<file path="src/rtl/serial_shifter.sv">
// serial_shifter
// Multi-cycle shifter with the same operation encoding and results as the
// single-cycle combinational shifter. A request is taken over a valid/ready
// handshake. The operand is shifted one bit per clock, or four bits per clock
// while the remaining count is at least 4 in the fast-step build. The result
// is returned over a second valid/ready handshake.
//
// Optional feature macro: SERIAL_SHIFTER_FAST_STEP_EN
//   Defined   : step by 4 while cnt >= 4, then by 1.
//   Undefined : step by 1 only.
//   Results are identical in both builds; only the latency differs.
//
// Ports
//   clk        in   rising-edge clock
//   rst        in   asynchronous active-high reset
//   in_valid   in   request valid
//   in_ready   out  block can accept a request (IDLE)
//   B          in   operand [size-1:0]
//   shamnt     in   shift amount [$clog2(size)-1:0]
//   S          in   S[1]=1 arithmetic / 0 logical, S[0]=1 left / 0 right
//   out_valid  out  H holds a valid result (DONE)
//   out_ready  in   consumer accepts the result
//   H          out  result (the data register, driven continuously)
//   busy       out  request in flight (SHIFT or DONE), equals ~in_ready
module serial_shifter #(
  parameter int size = 32,
  localparam int W = $clog2(size)
) (
  input  logic            clk,
  input  logic            rst,
  input  logic            in_valid,
  output logic            in_ready,
  input  logic [size-1:0] B,
  input  logic [W-1:0]    shamnt,
  input  logic [1:0]      S,
  output logic            out_valid,
  input  logic            out_ready,
  output logic [size-1:0] H,
  output logic            busy
);

  typedef enum logic [1:0] {IDLE, SHIFT, DONE} state_t;

  state_t          state_reg, state_next;
  logic [size-1:0] data_reg, data_next;
  logic [W-1:0]    cnt_reg, cnt_next;
  logic [1:0]      mode_reg, mode_next;
  logic            fill;

  // Arithmetic right shifts replicate the sign bit. The data register MSB
  // holds the latched B[size-1] for the whole operation, because an
  // arithmetic right shift never changes it. Left shifts always fill with 0.
  assign fill = mode_reg[1] & ~mode_reg[0] & data_reg[size-1];

  always_ff @(posedge clk or posedge rst) begin
    if (rst) begin
      state_reg <= IDLE;
      data_reg  <= '0;
      cnt_reg   <= '0;
      mode_reg  <= '0;
    end else begin
      state_reg <= state_next;
      data_reg  <= data_next;
      cnt_reg   <= cnt_next;
      mode_reg  <= mode_next;
    end
  end

  always_comb begin
    state_next = state_reg;
    data_next  = data_reg;
    cnt_next   = cnt_reg;
    mode_next  = mode_reg;
    case (state_reg)
      IDLE: begin
        if (in_valid) begin
          data_next  = B;
          cnt_next   = shamnt;
          mode_next  = S;
          state_next = SHIFT;
        end
      end
      SHIFT: begin
        // The cnt==0 check costs one cycle, so shamnt=0 still spends one
        // cycle in SHIFT before the result is presented.
        if (cnt_reg == '0) begin
          state_next = DONE;
        end else begin
`ifdef SERIAL_SHIFTER_FAST_STEP_EN
          if (cnt_reg >= W'(4)) begin
            if (mode_reg[0]) data_next = {data_reg[size-5:0], 4'b0000};
            else             data_next = {{4{fill}}, data_reg[size-1:4]};
            cnt_next = cnt_reg - W'(4);
          end else begin
            if (mode_reg[0]) data_next = {data_reg[size-2:0], 1'b0};
            else             data_next = {fill, data_reg[size-1:1]};
            cnt_next = cnt_reg - W'(1);
          end
`else
          if (mode_reg[0]) data_next = {data_reg[size-2:0], 1'b0};
          else             data_next = {fill, data_reg[size-1:1]};
          cnt_next = cnt_reg - W'(1);
`endif
        end
      end
      DONE: begin
        if (out_ready) state_next = IDLE;
      end
      default: state_next = IDLE;
    endcase
  end

  assign in_ready  = (state_reg == IDLE);
  assign out_valid = (state_reg == DONE);
  assign busy      = ~in_ready;
  assign H         = data_reg;

endmodule

</file>
<file path="config.mk">
export PLATFORM = sky130hd
export DESIGN_NAME = serial_shifter
export DESIGN_NICKNAME = d
export VERILOG_FILES = /design/src/rtl/serial_shifter.sv
export SDC_FILE = /design/constraint.sdc
export NUM_CORES = 1
export LEC_CHECK = 0
export ABC_AREA = 1
export CORE_MARGIN = 4
export CORE_UTILIZATION = 55
export CTS_CLUSTER_SIZE = 28
export DETAILED_ROUTE_END_ITERATION = 8
export DONT_BUFFER_PORTS = 1
export HOLD_SLACK_MARGIN = 0.03
export PLACE_DENSITY = 0.7
export RECOVER_POWER = 100
export SKIP_LAST_GASP = 1
export SLEW_MARGIN = 20
export SYNTH_ARGS = -nofsm -noshare
export SYNTH_HDL_FRONTEND = slang
export SYNTH_SLANG_ARGS = --single-unit
</file>
<file path="constraint.sdc">
create_clock -name clk -period 2.5 [get_ports clk]
set_input_delay 0.5 -clock clk [delete_from_list [all_inputs] [get_ports clk]]
set_output_delay 0.5 -clock clk [all_outputs]
set_load 0.005 [all_outputs]
</file>
After elaboration in Yosys (flattened, before gate mapping) --
Cells that the tools add are included.
Word-level totals: register bits after elaboration 41, bits of input ports 43, output and inout bits 35
Cells by class: add/sub/neg operators 1, eq/ne operators 6, muxes and demuxes 11, bitwise gates (word level) 4, reduce and logical (&&, ||, !) cells 6
Operator list (count):
- two-way mux 32 bit | 3
- one-hot mux 32 bit (2 select lines) | 1
- two-way mux 5 bit | 2
- one-hot mux 5 bit (2 select lines) | 1
- two-way mux 2 bit | 3
- != test 2 bit, second input constant | 3
- one-hot mux 2 bit (3 select lines) | 1
- AND reduction 3 bit | 2
- zero test 5 bit | 1
- subtractor 5 x 1 -> 5 bit, second input constant | 1
- bitwise AND 1 bit | 2
- equality test 2 x 1 -> 1 bit, second input constant | 1
- equality test 2 bit, second input constant | 1
- zero test 2 bit | 1
- != test 2 x 1 -> 1 bit, second input constant | 1
- inverter 1 bit | 2
- AND reduction 2 bit | 1
- nonzero test 2 bit | 1

Logic depth before layout (Yosys ltp) --
Gate-level depths: netlist of the first run.
word-level depth 6, mapped depth 8, mapped depth without buffers 8

Worst setup path before layout of the first run --
No wires, ideal clock.
kind register to register, start reg cnt_reg[0], end reg data_reg[19] (netlist: H[19]), arrival 1.260 ns, setup slack 1.122 ns, cell stages (with the launch flop) 9, period minus slack after synthesis 1.378 ns, cells stage by stage dfrtp_1 -> inv_1 -> ha_1 -> nand3_2 -> nand2_2 -> nand2_8 -> buf_6 -> nand2_1 -> o21ai_2
On the way: word-level cells in the longest chain between the ends 3
Ends and longest elaborated chain:
- start: declaration | line 46 | logic [W-1:0] cnt_reg, cnt_next;
- start signal: assignment | line 64 | cnt_reg <= cnt_next;
- zero test 5 bit | line 86 | if (cnt_reg == '0) begin
- != test 2 bit (no line)
- AND reduction 3 bit (no line)
- end signal: assignment | line 63 | data_reg <= data_next;
- end: declaration | line 45 | logic [size-1:0] data_reg, data_next;
Every way passes these cells. A chain may end at the register's enable or synchronous reset.

Final worst setup path of the first run --
start reg state_reg[0], end reg data_reg[14] (netlist: H[14])
On the way: word-level cells in the longest chain between the ends 3
Ends and longest elaborated chain:
- start: declaration | line 44 | state_t state_reg, state_next;
- start signal: assignment | line 62 | state_reg <= state_next;
- zero test 2 bit (*)
- net in_ready | line 32 | output logic in_ready,
- != test 2 bit (no line) or nonzero test 2 bit (tied branches)
- AND reduction 3 bit (no line)
Mark *: on every way through the listed nets, which the timed path passes. The rest lies on a longest branch.

==> results.toml, run 1 <==
[run_status]
status = "finished clean"

[timing]
finalSetupTns_ns = 0
min_period_ns = 1.78
hold_viol_final = 0
rsz0062_at_grt = "false"
setup_violations = 0
fin_crit_sh_pct = 71.3
clock.fmax_mhz = 561
worst_slew_pin_slew_ns = 0.790
fin_hold_ws_ns = 0.0286
maxSlewHeadroom_pct = 47.3
finalMaxSlewViolations = 0
finClkSkew_ns = 0.00894

[final_layout]
area_growth_pct = -4.92
drive_gt1_share_pct = 5.75
final_area_sq_mm = 0.00254
fillCellCount = 501
nets = 410
antenna_cells = 0
largest_reg_flops = 32

[route]
via_per_inst = 5.15
drt_iter0_markers = 105
drt_first_pass_iters = 4
ant_nets = 0
vias = 2226
routed_wl_um = 5730
wl_per_cell_um = 13.3
drc = 0

[global_route]
first_global_vias = 1980
grt.overflow.total = 0
grt_first_pass_wirelength_um = 9160
track_usage_pct = 18.6
grt_max_degree = 71
antenna_found_initial = 0

[critical_path]
r2r_slack_ns = 0.72
critical_path_arrival_ns = 1.91
r2r_start = "state_reg[0]"
cpMaxStageDelayCell = "nand2_4"
worstPathRequired_ns = 2.63
cp_slowest_stage_delay_ns = 0.54
path_buf_inv = 0
crit_family = "simple AND/OR/NAND/NOR gates"
path_depth = 4
path_cells = "nor2_1 > nand2_1 > nand2_4 > o21ai_0"
crit_end = "H[14]"
rr_worst_depth = 4
r2r-end = "H[14]"
start_kind = "flop"
crit_fanout = 70
end_kind = "flop"
startpoint = "state_reg[0]"
worstSetupPathType = "reg -> reg"

[logic_synthesis]
synth_cells = 376
seq_area_frac_synth_pct = 38.4
synth_seq_cells = 41
yosysUniqueCellTypes = 24
synthesis.nets = 420
yosys_warnings = 0
synth_area_per_cell_sq_um = 7.11
synthesis.area_sq_mm = 0.00267

[clock_tree]
postCtsSetupRepairBufs = 0
cts_inserted_buffers = 5
cts_max_path_buffers = 2
clock-sinks = 41
cts_tree = "built"
cts_resized = 0
cts-root-buf = "clkbuf_8"
h-tree-depth = 2
clkTransAtPathRegs_ns = 0.08
insertion_delay_ns = 0.28
ctsHoldBuffers = 0

[place]
gp_congestion = 0.804
post_dp_cell_area_sq_mm = 0.00261
hpwl_um = 3990
io_buffer_count = 0

[min_path]
hold_class = "in -> async"

[power]
peakVddDrop_uv = 791
power_density_mw_per_mm2 = 1550
power_uw = 3930
p_leak_uw = 0.00141

[die]
io_pins = 78
num_rows = 25
core_sq_mm = 0.00472
initial_core_util_pct = 56.6
fp.dieW_um = 77.7
die-height_um = 77.7
die_area_sq_mm = 0.00604

[job]
cap_violations = 0
-- cells in the mapped netlist --
cell type | n | area (sq um)
nand2_1 | 171 | 642
inv_1 | 43 | 161
dfrtp_1 | 41 | 1030
nand3_1 | 37 | 185
o21ai_2 | 32 | 280
buf_6 | 11 | 124
nor2_1 | 8 | 30.0
buf_2 | 7 | 35.0
o21ai_0 | 6 | 30.0
buf_4 | 3 | 22.5
or2_2 | 3 | 18.8
nor2_2 | 2 | 12.5
a21oi_1 | 1 | 5.00
a21oi_2 | 1 | 8.76
clkbuf_1 | 1 | 3.75
ha_1 | 1 | 12.5
inv_2 | 1 | 3.75
nand2_2 | 1 | 6.26
nand2_4 | 1 | 11.3
nand2_8 | 1 | 20.0
nand3_2 | 1 | 10.0
nand4_1 | 1 | 6.26
nor2_4 | 1 | 11.3
o22ai_1 | 1 | 6.26
-- report_power, final --
part           switching (uW)  leakage (uW)  internal (uW)  total, uW
clock network             213     0.0000399            184        397
registers                 264      0.000504           1020       1280
logic                    1520      0.000865            736       2250
total                    1990       0.00141           1940       3930
-- through the flow --
| stage | utilization [%] | worst slack, ns | instances |
|---|---|---|---|
| 6_report | 53.8 | 0.716 | 432 |
| 5_1_grt | 53.8 | 0.496 | 432 |
| 4_1_cts | 56.8 | 0.763 | 432 |
| 3_5_place_dp | 55.2 | 0.787 | 426 |
| 3_3_place_gp | 55.2 | 0.844 | 426 |
| 2_1_floorplan | - | 1.05 | 376 |
-- worst min-delay path by stage --
stage	end	slack (ns)	cells after the start	startpoint
after global placement	H[0]	0.34	1	rst
after detailed placement	H[0]	0.35	1	rst
final	H[0]	0.03	1	rst
after global routing	H[29]	0.04	1	rst
after floorplan	mode_reg[1]	0.45	2	mode_reg[1]
after CTS	H[0]	0.03	1	rst
-- cells in the final DEF, fill, tap and decap left out --
master    synthesis  layout
ha_1              1       1
clkbuf_8          0       5
clkinv_1          0       1
nand3_2           1       1
or2_2             3       3
nand2_2           1       1
buf_4             3       4
inv_1            43      42
o22ai_1           1       1
nor2_2            2       1
nor2_4            1       1
nand3_1          37      37
clkinv_2          0       1
a21oi_1           1       2
dfrtp_1          41      41
nand4_1           1       1
inv_2             1       1
nand2_1         171     172
nor2_1            8       9
clkbuf_2          0       1
o21ai_2          32       1
nand2_4           1       1
o21ai_0           6      37
-- cell families after synthesis --
family / Yosys count / share of synthesized area, %
buffers and inverters: 66 / 13.1
AOI/OAI and AO/OA: 41 / 12.4
adders and majority gates: 1 / 0.468
DFF: 41 / 38.4
and+or+nand+nor: 227 / 35.7
-- per-layer routing --
metal / part of all wire (%) / track usage, % / vias to the layer above
li1: - / - / 1128
met1: 44 / 22.9 / 1039
met2: 48 / 31.3 / 55
met3: 8.2 / 5.80 / 4
met4: 0.65 / 4.98 / 0
met5: 0 / 0 / -
-- cell type report --
class | count | area, sq um | share of cell area (%)
Clock buffer | 5 | 68.8 | 2.71
Timing Repair Buffer | 5 | 35.0 | 1.38
Inverter | 44 | 165 | 6.50
Clock inverter | 1 | 5.00 | 0.197
Sequential cell | 41 | 1030 | 40.4
Multi-Input combinational cell | 269 | 1160 | 45.5
Tap cell | 67 | 83.8 | 3.30
Note: power is estimated with default switching activity, not from simulation.
==> run 2: changes to the inputs <==
- clock period: 2.5 -> 1.7 ns (I/O delays scaled with it)
==> results.toml, run 2 (synthesized netlist as in run 1, its figures left out) <==
[final_layout]
fin_cells = 441
antenna_cells = 0
area.sequential_sq_mm = 0.00103
nets = 417
final_common_cell = "nand2_1"
final_cell_mix = "nand2_1 (171), inv_1 (42), dfrtp_1 (41)"
fillCellCount = 452
largest_reg_flops = 32
multi_input_area_sq_mm = 0.00130
area_growth_pct = 3.37
drive_gt1_share_pct = 13.9
final_area_sq_mm = 0.00276

[route]
wl_per_cell_um = 14.2
via_per_inst = 5.15
ant_nets = 0
drt_first_pass_iters = 4
vias = 2269
drt_iter0_markers = 187
routed_wl_um = 6250
drc = 0

[min_path]
hold_class = "in -> reg"
hold_start = "out_ready"

[critical_path]
worstPathRequired_ns = 1.91
critical_path_arrival_ns = 1.79
startpoint = "cnt_reg[0]"
crit_fanout = 17
start_kind = "flop"
worstSetupPathType = "reg -> reg"
end_kind = "flop"
r2r_start = "cnt_reg[0]"

[die]
core_sq_mm = 0.00472
fp.dieW_um = 77.7
num_rows = 25
die-height_um = 77.7
io_pins = 78
die_area_sq_mm = 0.00604
initial_core_util_pct = 56.6

[clock_tree]
postCtsSetupRepairBufs = 0
clkTransAtPathRegs_ns = 0.08
cts_tree = "built"
cts_max_path_buffers = 2
insertion_delay_ns = 0.29
cts_inserted_buffers = 5
cts-root-buf = "clkbuf_8"
clock-sinks = 41
h-tree-depth = 2

[place]
post_dp_cell_area_sq_mm = 0.00265
gp_congestion = 0.861
hpwl_um = 4160
io_buffer_count = 0
place_inst = 430

[power]
power_density_mw_per_mm2 = 2460
peakVddDrop_uv = 1010
p_leak_uw = 0.00150

[global_route]
grt_first_pass_wirelength_um = 10100
track_usage_pct = 21.2
antenna_found_initial = 0
first_global_vias = 2164
grt_max_degree = 42
grt.overflow.total = 0

[timing]
finClkSkew_ns = 0.00415
fin_crit_sh_pct = 92.8
min_period_ns = 1.58
maxSlewHeadroom_pct = 30.8
worst_slew_pin_slew_ns = 1.04
finalMaxSlewViolations = 0
clock.fmax_mhz = 634
rsz0062_at_grt = "false"
setup_violations = 0
hold_viol_final = 0

[run_status]
status = "finished clean"

[job]
cap_violations = 0
## run 2: cell count changes in the layout (fill, tap and decap cells not counted)
cell / before / now
nand2_4: 1 / 3
bufinv_16: 0 / 1
clkbuf_8: 5 / 6
nand2_1: 172 / 171
o21ai_2: 1 / 24
clkinv_2: 1 / 0
clkbuf_1: 0 / 1
nand2_8: 0 / 2
o21ai_0: 37 / 14
buf_4: 4 / 8
dlygate4sd3_1: 0 / 1
nand2_2: 1 / 0
## run 2: worst max-delay path, cell delays in order (launching register included)
cell     delay (ns)
dfrtp_1        0.38
inv_1          0.12
ha_1           0.25
nand3_2        0.13
nand2_4        0.19
nand2_4        0.22
o21ai_0        0.20
## run 2: layout make-up
class	instances	area share, %
Clock buffer	7	3.12
Sequential cell	41	37.1
Tap cell	67	3.03
Clock inverter	1	1.09
Multi-Input combinational cell	271	46.9
Inverter	44	5.98
Timing Repair Buffer	10	2.72
## run 2: timing repair
action                     4_1_cts  5_1_grt
cloned                           1        1
gates resized for setup          1        1
setup endpoints to repair       33       36
hold buffers                     1        0
hold endpoints to repair        41        0
pin swaps                        1        1
## run 2: worst paths after layout
| check | slack [ns] | depth (start not counted) | endpoint |
|---|---|---|---|
| max | 0.12 | 6 | H[10] |
| min | 0.15 | 1 | state_reg[1] |
| max reg2reg | 0.12 | 6 | H[10] |
| min reg2reg | 0.49 | 2 | mode_reg[1] |
| max in group asynchronous | 0.25 | 3 | H[16] |
| min in group asynchronous | 0.81 | 3 | H[3] |
## run 2: per-layer routing
metal	share of wire [%]	vias to the layer above	GRT usage, %	wire length, um
met4	1.7	0	8.19	108
met2	49	65	34.9	3070
li1	-	1157	-	-
met3	7.7	9	7.54	483
met1	41	1038	25.0	2590
met5	0	-	0	0
## run 2: report_power, final
part           switching [uW]  internal [uW]
Sequential                426           1500
Clock                     343            479
Combinational            2670           1390
## run 2: metrics by stage
| step | total power [uW] | util [%] | worst slack (ns) | hold slack (ns) | setup TNS (ns) |
|---|---|---|---|---|---|
| after floorplan | 5610 | - | 0.322 | 0.449 | 0 |
| after global placement | 5880 | 56.1 | 0.0416 | 0.284 | 0 |
| after detailed placement | 6010 | 56.1 | -0.0299 | 0.284 | -0.360 |
| after CTS | 6990 | 59.2 | 0.0240 | 0.135 | 0 |
| after global routing | 7530 | 58.5 | 0.0135 | 0.140 | 0 |
| final | 6800 | 58.5 | 0.123 | 0.146 | 0 |
==> run 3: changes to the inputs <==
- CTS_BUF_LIST: not set -> sky130_fd_sc_hd__clkbuf_2 sky130_fd_sc_hd__clkbuf_4 sky130_fd_sc_hd__clkbuf_8
- RECOVER_POWER: 100 -> 50
==> results.toml, run 3 (synthesized netlist as in run 1, its figures left out) <==
[route]
vias = 2287
drt_iter0_markers = 181
routed_wl_um = 6210
via_per_inst = 5.19
drc = 0
ant_nets = 0
wl_per_cell_um = 14.1
drt_first_pass_iters = 4

[global_route]
grt.overflow.total = 0
first_global_vias = 2170
antenna_found_initial = 0
track_usage_pct = 21.1
grt_first_pass_wirelength_um = 10100
grt_max_degree = 42

[place]
place_inst = 430
io_buffer_count = 0
hpwl_um = 4160
gp_congestion = 0.861
place_ws_ns = -0.0299

[timing]
min_period_ns = 1.57
hold_viol_final = 0
rsz0062_at_grt = "false"
finalMaxSlewViolations = 0
fin_hold_ws_ns = 0.147
setup_violations = 0
fin_crit_sh_pct = 92.2
finClkSkew_ns = 0.00281
fin_ws_ns = 0.133
clock.fmax_mhz = 638
worst_slew_pin_slew_ns = 1.03
maxSlewHeadroom_pct = 31.4

[critical_path]
crit_fanout = 17
end_kind = "flop"
start_kind = "flop"
critical_path_arrival_ns = 1.79
worstPathRequired_ns = 1.92
worstSetupPathType = "reg -> reg"

[power]
power_density_mw_per_mm2 = 2490
clkPwrFrac_pct = 11.9
combinationalPowerShare_pct = 60.5
power_frac_seq_pct = 27.6
p_leak_uw = 0.00152
power_uw = 6990
power.switching_uw = 3540
sw_frac_of_total_pct = 50.6
peakVddDrop_uv = 1020
p_int_uw = 3450

[clock_tree]
cts_tree = "built"
clock-sinks = 41
cts_inserted_buffers = 5
postCtsSetupRepairBufs = 0
clkTransAtPathRegs_ns = 0.08
cts_max_path_buffers = 2
h-tree-depth = 2
insertion_delay_ns = 0.29
cts-root-buf = "clkbuf_8"

[final_layout]
drive_gt1_share_pct = 16.8
final_common_cell = "nand2_1"
fin_cells = 441
final_cell_mix = "nand2_1 (171), inv_1 (42), dfrtp_1 (41)"
antenna_cells = 0
largest_reg_flops = 32
area_growth_pct = 4.87
nets = 417

[die]
initial_core_util_pct = 56.6
core_sq_mm = 0.00472
die-height_um = 77.7
die_area_sq_mm = 0.00604
num_rows = 25
io_pins = 78
fp.dieW_um = 77.7

[job]
cap_violations = 0

[run_status]
status = "finished clean"

[min_path]
hold_class = "in -> reg"
[run 3: power groups by stage]
stage          Clock [uW]  Combinational [uW]  Sequential (uW)
6_report              832                4230             1930
3_5_place_dp            0                4050             1960
3_3_place_gp            0                3940             1940
4_1_cts               857                4210             1940
2_1_floorplan           0                3810             1800
5_1_grt               899                4810             2000
[run 3: per-layer routing]
layer,part of all wire [%],global-route usage (%),vias to the layer above,routed length (um)
li1,-,-,1160,-
met1,41,24.9,1052,2560
met2,49,34.8,66,3040
met3,8.0,7.54,9,499
met4,1.7,8.54,0,108
met5,0,0,-,0
[run 3: area by class of cell]
class                   instances  area, sq um
fillers                       440         1920
flip-flops and latches         41         1030
multi-input cells             271         1330
clock inverters                 1         30.0
well taps                      67         83.8
repair buffers                 10         75.1
clock buffers                   7         90.1
inverters                      44          165
[run 3: per-stage QoR]
stage | instance area, sq um | TNS (ns) | util (%)
floorplan | 2670 | 0 | -
global placement | 2650 | 0 | 56.1
detailed placement | 2650 | -0.360 | 56.1
CTS | 2800 | 0 | 59.3
global route | 2800 | 0 | 59.3
finish | 2800 | 0 | 59.3
[run 3: final timing paths]
check                                 start           end  slack [ns]  depth (start not counted)
worst max-delay path             cnt_reg[0]          H[0]        0.13                          6
worst min-delay path              out_ready  state_reg[1]        0.15                          1
worst max register to register   cnt_reg[0]          H[0]        0.13                          6
worst min register to register  mode_reg[1]   mode_reg[1]        0.49                          2
max in group asynchronous               rst         H[16]        0.26                          3
min in group asynchronous               rst          H[3]        0.81                          3
[run 3: what timing repair did]
action / 4_1_cts / 5_1_grt
setup endpoints to repair: 33 / 36
hold buffers: 1 / 0
endpoints found under the hold margin: 41 / 0
gates resized for setup: 1 / 1
pin swaps: 1 / 1
gates cloned: 1 / 1
[run 3: critical path, stage by stage, from the launching register on]
cell and delay, ns:
dfrtp_1 0.38, inv_1 0.12, ha_1 0.25, nand3_2 0.13
nand2_4 0.19, nand2_4 0.24, o21ai_2 0.18
